## src/rtl/ws2812_bit_enc.sv

```systemverilog
`timescale 1ns/1ps
// ws2812_bit_enc
// Serialises a byte stream into the single-wire WS2812 (NeoPixel) NRZ
// waveform, MSB first. Bytes arrive over a valid/ready handshake. Each bit
// is a high phase followed by a low phase, and the phase lengths depend on
// the bit value. Reset is synchronous and active-low. It comes from the
// upstream reset synchroniser.
//
// Optional feature macro: WS2812_LATCH_EN
//   defined   : after the last byte of a frame the line is held low for
//               T_RST cycles (LATCH state), then done_o pulses.
//   undefined : the LATCH state and T_RST are not built; done_o pulses as
//               soon as the last bit's low phase ends, and upstream owns
//               the latch gap.
module ws2812_bit_enc #(
    parameter int T0H   = 20,
    parameter int T0L   = 42,
    parameter int T1H   = 40,
    parameter int T1L   = 22,
`ifdef WS2812_LATCH_EN
    parameter int T_RST = 15000,
`endif
    parameter int CNT_W = 16
) (
    input  logic       clk_i,
    input  logic       rst_n_i,
    input  logic [7:0] data_i,
    input  logic       valid_i,
    input  logic       last_i,
    output logic       ready_o,
    output logic       bit_o,
    output logic       busy_o,
    output logic       done_o
);

    // On entry to a phase, the phase counter is loaded with (length - 1).
    // The phase ends on the cycle the counter reads zero.
    localparam logic [CNT_W-1:0] T0H_M1  = CNT_W'(T0H - 1);
    localparam logic [CNT_W-1:0] T0L_M1  = CNT_W'(T0L - 1);
    localparam logic [CNT_W-1:0] T1H_M1  = CNT_W'(T1H - 1);
    localparam logic [CNT_W-1:0] T1L_M1  = CNT_W'(T1L - 1);
`ifdef WS2812_LATCH_EN
    localparam logic [CNT_W-1:0] T_RST_M1 = CNT_W'(T_RST - 1);
`endif
    localparam logic [CNT_W-1:0] CNT_ONE = CNT_W'(1);

    typedef enum logic [1:0] {
        IDLE,
        HIGH,
        LOW
`ifdef WS2812_LATCH_EN
        ,
        LATCH
`endif
    } state_t;

    state_t           state_q, state_d;
    logic [CNT_W-1:0] cnt_q, cnt_d;
    logic [7:0]       shreg_q, shreg_d;
    logic [2:0]       idx_q, idx_d;
    logic             last_q, last_d;
    logic             done_d;
    logic             ready_c;
    logic             load;

    // ready_o does not depend on valid_i. It is also forced low while reset
    // is held, so no byte can be accepted before reset is released.
    assign ready_o = rst_n_i & ready_c;

    // Next-state logic, phase timing, and byte acceptance for the encoder.
    always_comb begin
        state_d = state_q;
        cnt_d   = cnt_q;
        shreg_d = shreg_q;
        idx_d   = idx_q;
        last_d  = last_q;
        done_d  = 1'b0;
        ready_c = 1'b0;
        load    = 1'b0;

        case (state_q)
            IDLE: begin
                ready_c = 1'b1;
                load    = valid_i;
            end

            HIGH: begin
                if (cnt_q == '0) begin
                    state_d = LOW;
                    cnt_d   = shreg_q[7] ? T1L_M1 : T0L_M1;
                end else begin
                    cnt_d = cnt_q - CNT_ONE;
                end
            end

            LOW: begin
                if (cnt_q != '0) begin
                    cnt_d = cnt_q - CNT_ONE;
                end else if (idx_q != 3'd0) begin
                    // Move to the next bit with no idle cycle in between.
                    idx_d   = idx_q - 3'd1;
                    shreg_d = {shreg_q[6:0], 1'b0};
                    state_d = HIGH;
                    cnt_d   = shreg_q[6] ? T1H_M1 : T0H_M1;
                end else if (last_q) begin
`ifdef WS2812_LATCH_EN
                    state_d = LATCH;
                    cnt_d   = T_RST_M1;
`else
                    state_d = IDLE;
                    done_d  = 1'b1;
`endif
                end else begin
                    // The last low cycle of a mid-frame byte can accept the
                    // next byte, so the bit stream continues without a gap.
                    ready_c = 1'b1;
                    if (valid_i) begin
                        load = 1'b1;
                    end else begin
                        state_d = IDLE;
                    end
                end
            end

`ifdef WS2812_LATCH_EN
            LATCH: begin
                if (cnt_q == '0) begin
                    state_d = IDLE;
                    done_d  = 1'b1;
                end else begin
                    cnt_d = cnt_q - CNT_ONE;
                end
            end
`endif

            default: begin
                state_d = IDLE;
            end
        endcase

        if (load) begin
            shreg_d = data_i;
            last_d  = last_i;
            idx_d   = 3'd7;
            state_d = HIGH;
            cnt_d   = data_i[7] ? T1H_M1 : T0H_M1;
        end
    end

    // State, datapath, and registered outputs. In reset these are forced to
    // a quiet line, and any byte in flight is dropped.
    always_ff @(posedge clk_i) begin
        if (!rst_n_i) begin
            state_q <= IDLE;
            cnt_q   <= '0;
            shreg_q <= '0;
            idx_q   <= '0;
            last_q  <= 1'b0;
            bit_o   <= 1'b0;
            busy_o  <= 1'b0;
            done_o  <= 1'b0;
        end else begin
            state_q <= state_d;
            cnt_q   <= cnt_d;
            shreg_q <= shreg_d;
            idx_q   <= idx_d;
            last_q  <= last_d;
            bit_o   <= (state_d == HIGH);
            busy_o  <= (state_d != IDLE);
            done_o  <= done_d;
        end
    end

endmodule
```

## config.mk

```make
export PLATFORM = sky130hd
export DESIGN_NAME = ws2812_bit_enc
export DESIGN_NICKNAME = d
export VERILOG_FILES = /design/src/rtl/ws2812_bit_enc.sv
export SDC_FILE = /design/constraint.sdc
export NUM_CORES = 1
export LEC_CHECK = 0
export BUFFER_PORTS_ARGS = -buffer_cell sky130_fd_sc_hd__buf_2
export CAP_MARGIN = 0
export CORE_MARGIN = 3
export CORE_UTILIZATION = 39
export CTS_CLUSTER_DIAMETER = 40
export CTS_CLUSTER_SIZE = 30
export DETAILED_ROUTE_END_ITERATION = 10
export PLACE_DENSITY = 0.58
export SLEW_MARGIN = 20
export SYNTH_ARGS = -nofsm -noshare
export SYNTH_HDL_FRONTEND = slang
export SYNTH_SLANG_ARGS = --single-unit
```

## constraint.sdc

```tcl
create_clock -name clk_i -period 3.2 [get_ports clk_i]
set_clock_uncertainty 0.1 [all_clocks]
set_input_delay 0.48 -clock clk_i [delete_from_list [all_inputs] [get_ports clk_i]]
set_output_delay 0.48 -clock clk_i [all_outputs]
set_load 0.01 [all_outputs]
```

# Yosys cells after proc, flatten, opt, wreduce, memory -nomap -nowiden
# Cells that the tools add are included.
[word_totals]
in_bits = 12
ff_bits = 33
[op_classes]
n_reduce_logical = 11
n_mux = 33
bitwise = 3
eq_ne = 5
add_sub_neg = 2
[op_table]
columns = ["operator", "count"]
rows = [
  ["16-bit two-way mux", 4],
  ["8-bit two-way mux", 4],
  ["16-bit case mux with 2 select lines", 1],
  ["6-bit two-way mux", 3],
  ["16-bit zero test", 1],
  ["16-bit nonzero test", 1],
  ["16-bit by 1-bit subtractor with 16-bit output, second input constant", 1],
  ["2-bit two-way mux", 6],
  ["3-bit two-way mux", 4],
  ["1-bit two-way mux", 8],
  ["2-bit case mux with 3 select lines", 1],
  ["2-bit nonzero test", 3],
  ["3-bit nonzero test", 2],
  ["2-bit by 1-bit equality test with 1-bit output, second input constant", 2],
  ["4-bit inequality test, second input constant", 1],
  ["1-bit case mux with 2 select lines", 2],
  ["4-bit OR reduction", 1],
  ["3-bit AND reduction", 1],
  ["3-bit by 1-bit subtractor with 3-bit output, second input constant", 1],
  ["2-bit equality test, second input constant", 1],
  ["2-bit zero test", 1],
  ["2-bit inequality test, second input constant", 1],
  ["1-bit inverter", 2],
  ["2-bit AND reduction", 1],
  ["1-bit AND", 1],
]

# Logic depth before layout (Yosys ltp)
[depth]
word_depth = 7
ltp_mapped = 8

# Worst setup path after synthesis
# OpenSTA, ideal clock, no wires.
[synth_path]
path_type = "reg2out"
startpoint = "register cnt_q[6]"
endpoint = "output port ready_o"
path_stages_with_launch = 6
required_time_ns = 2.620
arrival_time_ns = 1.921
slack_ns = 0.699
path_buffers = 1
path_cell_list = "dfxtp_1 > or4_4 > nand2b_4 > o41a_1 > buf_2 > nor3_1"
[synth_between]
elab_chain_cells = 4
[synth_lines]
columns = ["item", "line_no", "rtl"]
rows = [
  ["start, declared", "58", "logic [CNT_W-1:0] cnt_q, cnt_d;"],
  ["start signal, assigned", "164", "cnt_q <= cnt_d;"],
  ["16-bit nonzero test", "97", "if (cnt_q != '0) begin"],
  ["1-bit two-way mux", "97", ""],
  ["1-bit case mux with 2 select lines", "81", "case (state_q)"],
  ["1-bit AND", "68", "assign ready_o = rst_n_i & ready_c;"],
  ["end, declared", "30", "output logic ready_o,"],
]
# Every way passes these cells.

# Worst setup path in the final report
# Ends and elaborated chain as after synthesis.

==> flow_summary.json <==
{
  "status": "finished, final reports clean",
  "clockBufferDepth": 2,
  "synthesis.area_um2": 1920,
  "antennaDiodeCount": 0,
  "p_int_mw": 1.00,
  "path_class": "reg -> out",
  "ys_types": 49,
  "nets": 260,
  "die_y_um": 76.1,
  "antenna_found_initial": 0,
  "fp-row-count": 24,
  "holdWs_ns": 0.329,
  "swShare": 0.444,
  "path_max_fanout": 12,
  "ys_ff_latch": 33,
  "gp_congestion": 0.808,
  "die-area_um2": 5790,
  "yosys_most_used_dff": "dfxtp_1",
  "overflow": 0,
  "drtIter0Drc": 192,
  "hold_buffers": 0,
  "drc": 0,
  "p_clk_frac": 0.170,
  "critPathArrivalTime_ns": 2.25,
  "postSynthAreaPerCell_um2": 8.37,
  "synthToLayoutAreaGrowth_pct": 11.6,
  "postRouteAntennaNets": 0,
  "worstHoldPathType": "in -> reg",
  "p_leak_nw": 0.753,
  "fin_setup_tns_ns": 0,
  "core-area_um2": 4530,
  "p_sw_mw": 0.802,
  "routed_via_density": 5.85,
  "insertion_delay_ns": 0.28,
  "synth.top_cell.area_share": 0.345,
  "wl_um": 4570,
  "start_kind": "flip-flop",
  "fillCellCount": 434,
  "fp.dieW_um": 76.1,
  "dr.pass1.iters": 5,
  "cp.required_ns": 2.62,
  "rrSetupSlack_ns": 0.71,
  "yosysWarnings": 0,
  "clk_pin_slew_ns": 0.07,
  "r2r_start": "cnt_q[0]$_SDFFE_PN0P_",
  "synth_nets": 245,
  "crit_path_max_incr_delay_ns": 0.58,
  "critPathBufInv": 1,
  "synth_edf_count": 0,
  "report.final.hold_viol_count": 0,
  "grt_max_degree": 20,
  "multiInputGateArea_um2": 1160,
  "post-cts-setup-buffers": 0,
  "crit_path_start": "cnt_q[6]$_SDFFE_PN0P_",
  "slew_viol_final": 0,
  "critPathTopFamily": "simple AND/OR/NAND/NOR gates",
  "path_cells": "or4_4, nand2b_4, o41a_1, nor3_1, buf_2",
  "maxCapViolations": 0,
  "cts.sinks": 33,
  "fmax_mhz": 353,
  "rsz0062_at_grt": "false",
  "cts_root_buf": "clkbuf_8",
  "final_cells": 310,
  "grt_pass1_vias": 1550,
  "cts_inserted_buffers": 5,
  "htree_levels": 2,
  "cts_tree": "built",
  "synthTopCellsByArea": "dfxtp_1 (34%), a21oi_1 (6.0%), mux2i_1 (5.2%)",
  "seq_area_um2": 661,
  "cts.repair.resized": 0,
  "final_util": 0.471,
  "seqPwrFrac": 0.330,
  "combPwrFrac": 0.500,
  "dp_cells": 302,
  "slew_headroom": 0.611,
  "avgRoutedWirePerCell_um": 14.7,
  "dp_hpwl_um": 3200,
  "power-per-cell-area_nw_per_um2": 845,
  "cp.depth": 5,
  "finalPower_mw": 1.81,
  "r2r_end": "cnt_q[8]$_SDFFE_PN0P_",
  "ioPinCount": 16,
  "vias": 1815,
  "fin_crit_ns": 2.83,
  "yosysTopAreaCell": "dfxtp_1",
  "crit_path_top_delay_cell": "or4_4",
  "setup_viol": 0,
  "worst_pin_slew_ns": 0.578,
  "drive_above_1_share": 0.155,
  "synthCells": 229,
  "grt.total_usage": 0.157,
  "grt_pass1_wl_um": 7530,
  "ir_worst_vdd_mv": 0.283,
  "initial_core_util": 0.422,
  "crit_path_end_kind": "primary output",
  "yosysSeqAreaShare": 0.345,
  "finalCritPeriodShare": 0.885,
  "critPathCapture": "ready_o",
  "ys_async_sr_fraction": 0,
  "worst-r2r-cell-count": 7,
  "io_buffers": 15
}
power by group through the flow:
stage / logic [mW] / clock network, mW / registers (mW)
4_1_cts: 0.896 / 0.316 / 0.594
3_3_place_gp: 0.896 / 0 / 0.603
2_1_floorplan: 0.720 / 0 / 0.572
3_5_place_dp: 0.891 / 0 / 0.602
5_1_grt: 0.996 / 0.328 / 0.611
6_report: 0.902 / 0.307 / 0.596
synth_stat cells, drive strengths merged, types with 2 or more instances:
cell type and n:
nor4 7, a221oi 2, and2 2, o21ai 12
dfxtp 33, nand2 13, buf 5, mux2i 10
nor2b 6, nor2 11, nor3 9, a31oi 5
or4 4, nor3b 2, o31ai 10, o41ai 2
nand3b 4, or3 5, clkbuf 8, a21oi 23
o22ai 2, xnor2 3, ha 4, a211oi 2
nand4 3, o221ai 3, nand3 9, o211ai 2
nand2b 6, inv 9
per-stage QoR:
step                      setup WS, ns  instance area [um^2]
after global routing             0.249                  2140
after detailed placement         0.688                  2050
after floorplan                  0.699                  1920
after global placement           0.698                  2050
after CTS                        0.371                  2140
final                            0.369                  2140
worst min-delay path: cells and delay by family:
family,cells,cell delay [ns]
buffers and inverters,1,0.08
and+or+nand+nor,1,0.07
AOI/OAI and AO/OA,1,0.06
sequential cells by signal (all words and copies together), names as in the netlist:
| register | count |
|---|---|
| cnt_q | 16 |
| shreg_q | 8 |
| idx_q | 3 |
| state_q | 2 |
| bit_o | 1 |
| busy_o | 1 |
| done_o | 1 |
| last_q | 1 |
cells by family (layout without fill, tap and decap cells):
| group | after synthesis | in the layout | share of synthesized area |
|---|---|---|---|
| xor gates and xnor gates | 4 | 4 | 0.0183 |
| buffers and inverters | 22 | 38 | 0.0503 |
| adders and majority gates | 4 | 4 | 0.0261 |
| muxes | 11 | 11 | 0.0581 |
| AOI/OAI and AO/OA | 70 | 70 | 0.246 |
| and+or+nand+nor | 85 | 85 | 0.256 |
| DFF | 33 | 33 | 0.345 |
layer usage:
layer  vias to the layer above  routed length (um)  GRT usage
met5                         -                   0          0
met2                        61                1920      0.213
met1                       851                2260      0.238
met4                         0                  50     0.0453
li1                        895                   -          -
met3                         8                 334     0.0426
cells in the final DEF, fill, tap and decap left out, types with 6 or more instances in the layout:
| cell type | count |
|---|---|
| a21oi_1 | 23 |
| nor3_1 | 8 |
| nor2b_1 | 6 |
| inv_1 | 9 |
| nor2_1 | 11 |
| buf_2 | 15 |
| o21ai_0 | 12 |
| buf_4 | 6 |
| o31ai_1 | 10 |
| mux2i_1 | 10 |
| nand3_1 | 9 |
| nand2_1 | 12 |
| dfxtp_1 | 33 |
| nor4_1 | 7 |
cell type report:
| cell class | instances | share of cell area |
|---|---|---|
| inverters | 9 | 0.0158 |
| clock inverters | 2 | 0.00468 |
| clock buffers | 6 | 0.0340 |
| flip-flops and latches | 33 | 0.309 |
| well taps | 65 | 0.0381 |
| repair buffers | 21 | 0.0562 |
| multi-input cells | 174 | 0.542 |
worst min-delay path by stage:
| stage | startpoint | end | slack, ns | cells past startpoint |
|---|---|---|---|---|
| detailed placement | cnt_q[13]$_SDFFE_PN0P_ | cnt_q[13]$_SDFFE_PN0P_ | 0.37 | 2 |
| finish | last_i | last_q$_SDFFE_PN0N_ | 0.33 | 3 |
| floorplan | cnt_q[13]$_SDFFE_PN0P_ | cnt_q[13]$_SDFFE_PN0P_ | 0.34 | 2 |
| CTS | last_i | last_q$_SDFFE_PN0N_ | 0.33 | 3 |
| global placement | cnt_q[13]$_SDFFE_PN0P_ | cnt_q[13]$_SDFFE_PN0P_ | 0.36 | 2 |
| global route | last_i | last_q$_SDFFE_PN0N_ | 0.34 | 3 |
Power figures use the tool's default switching activity.
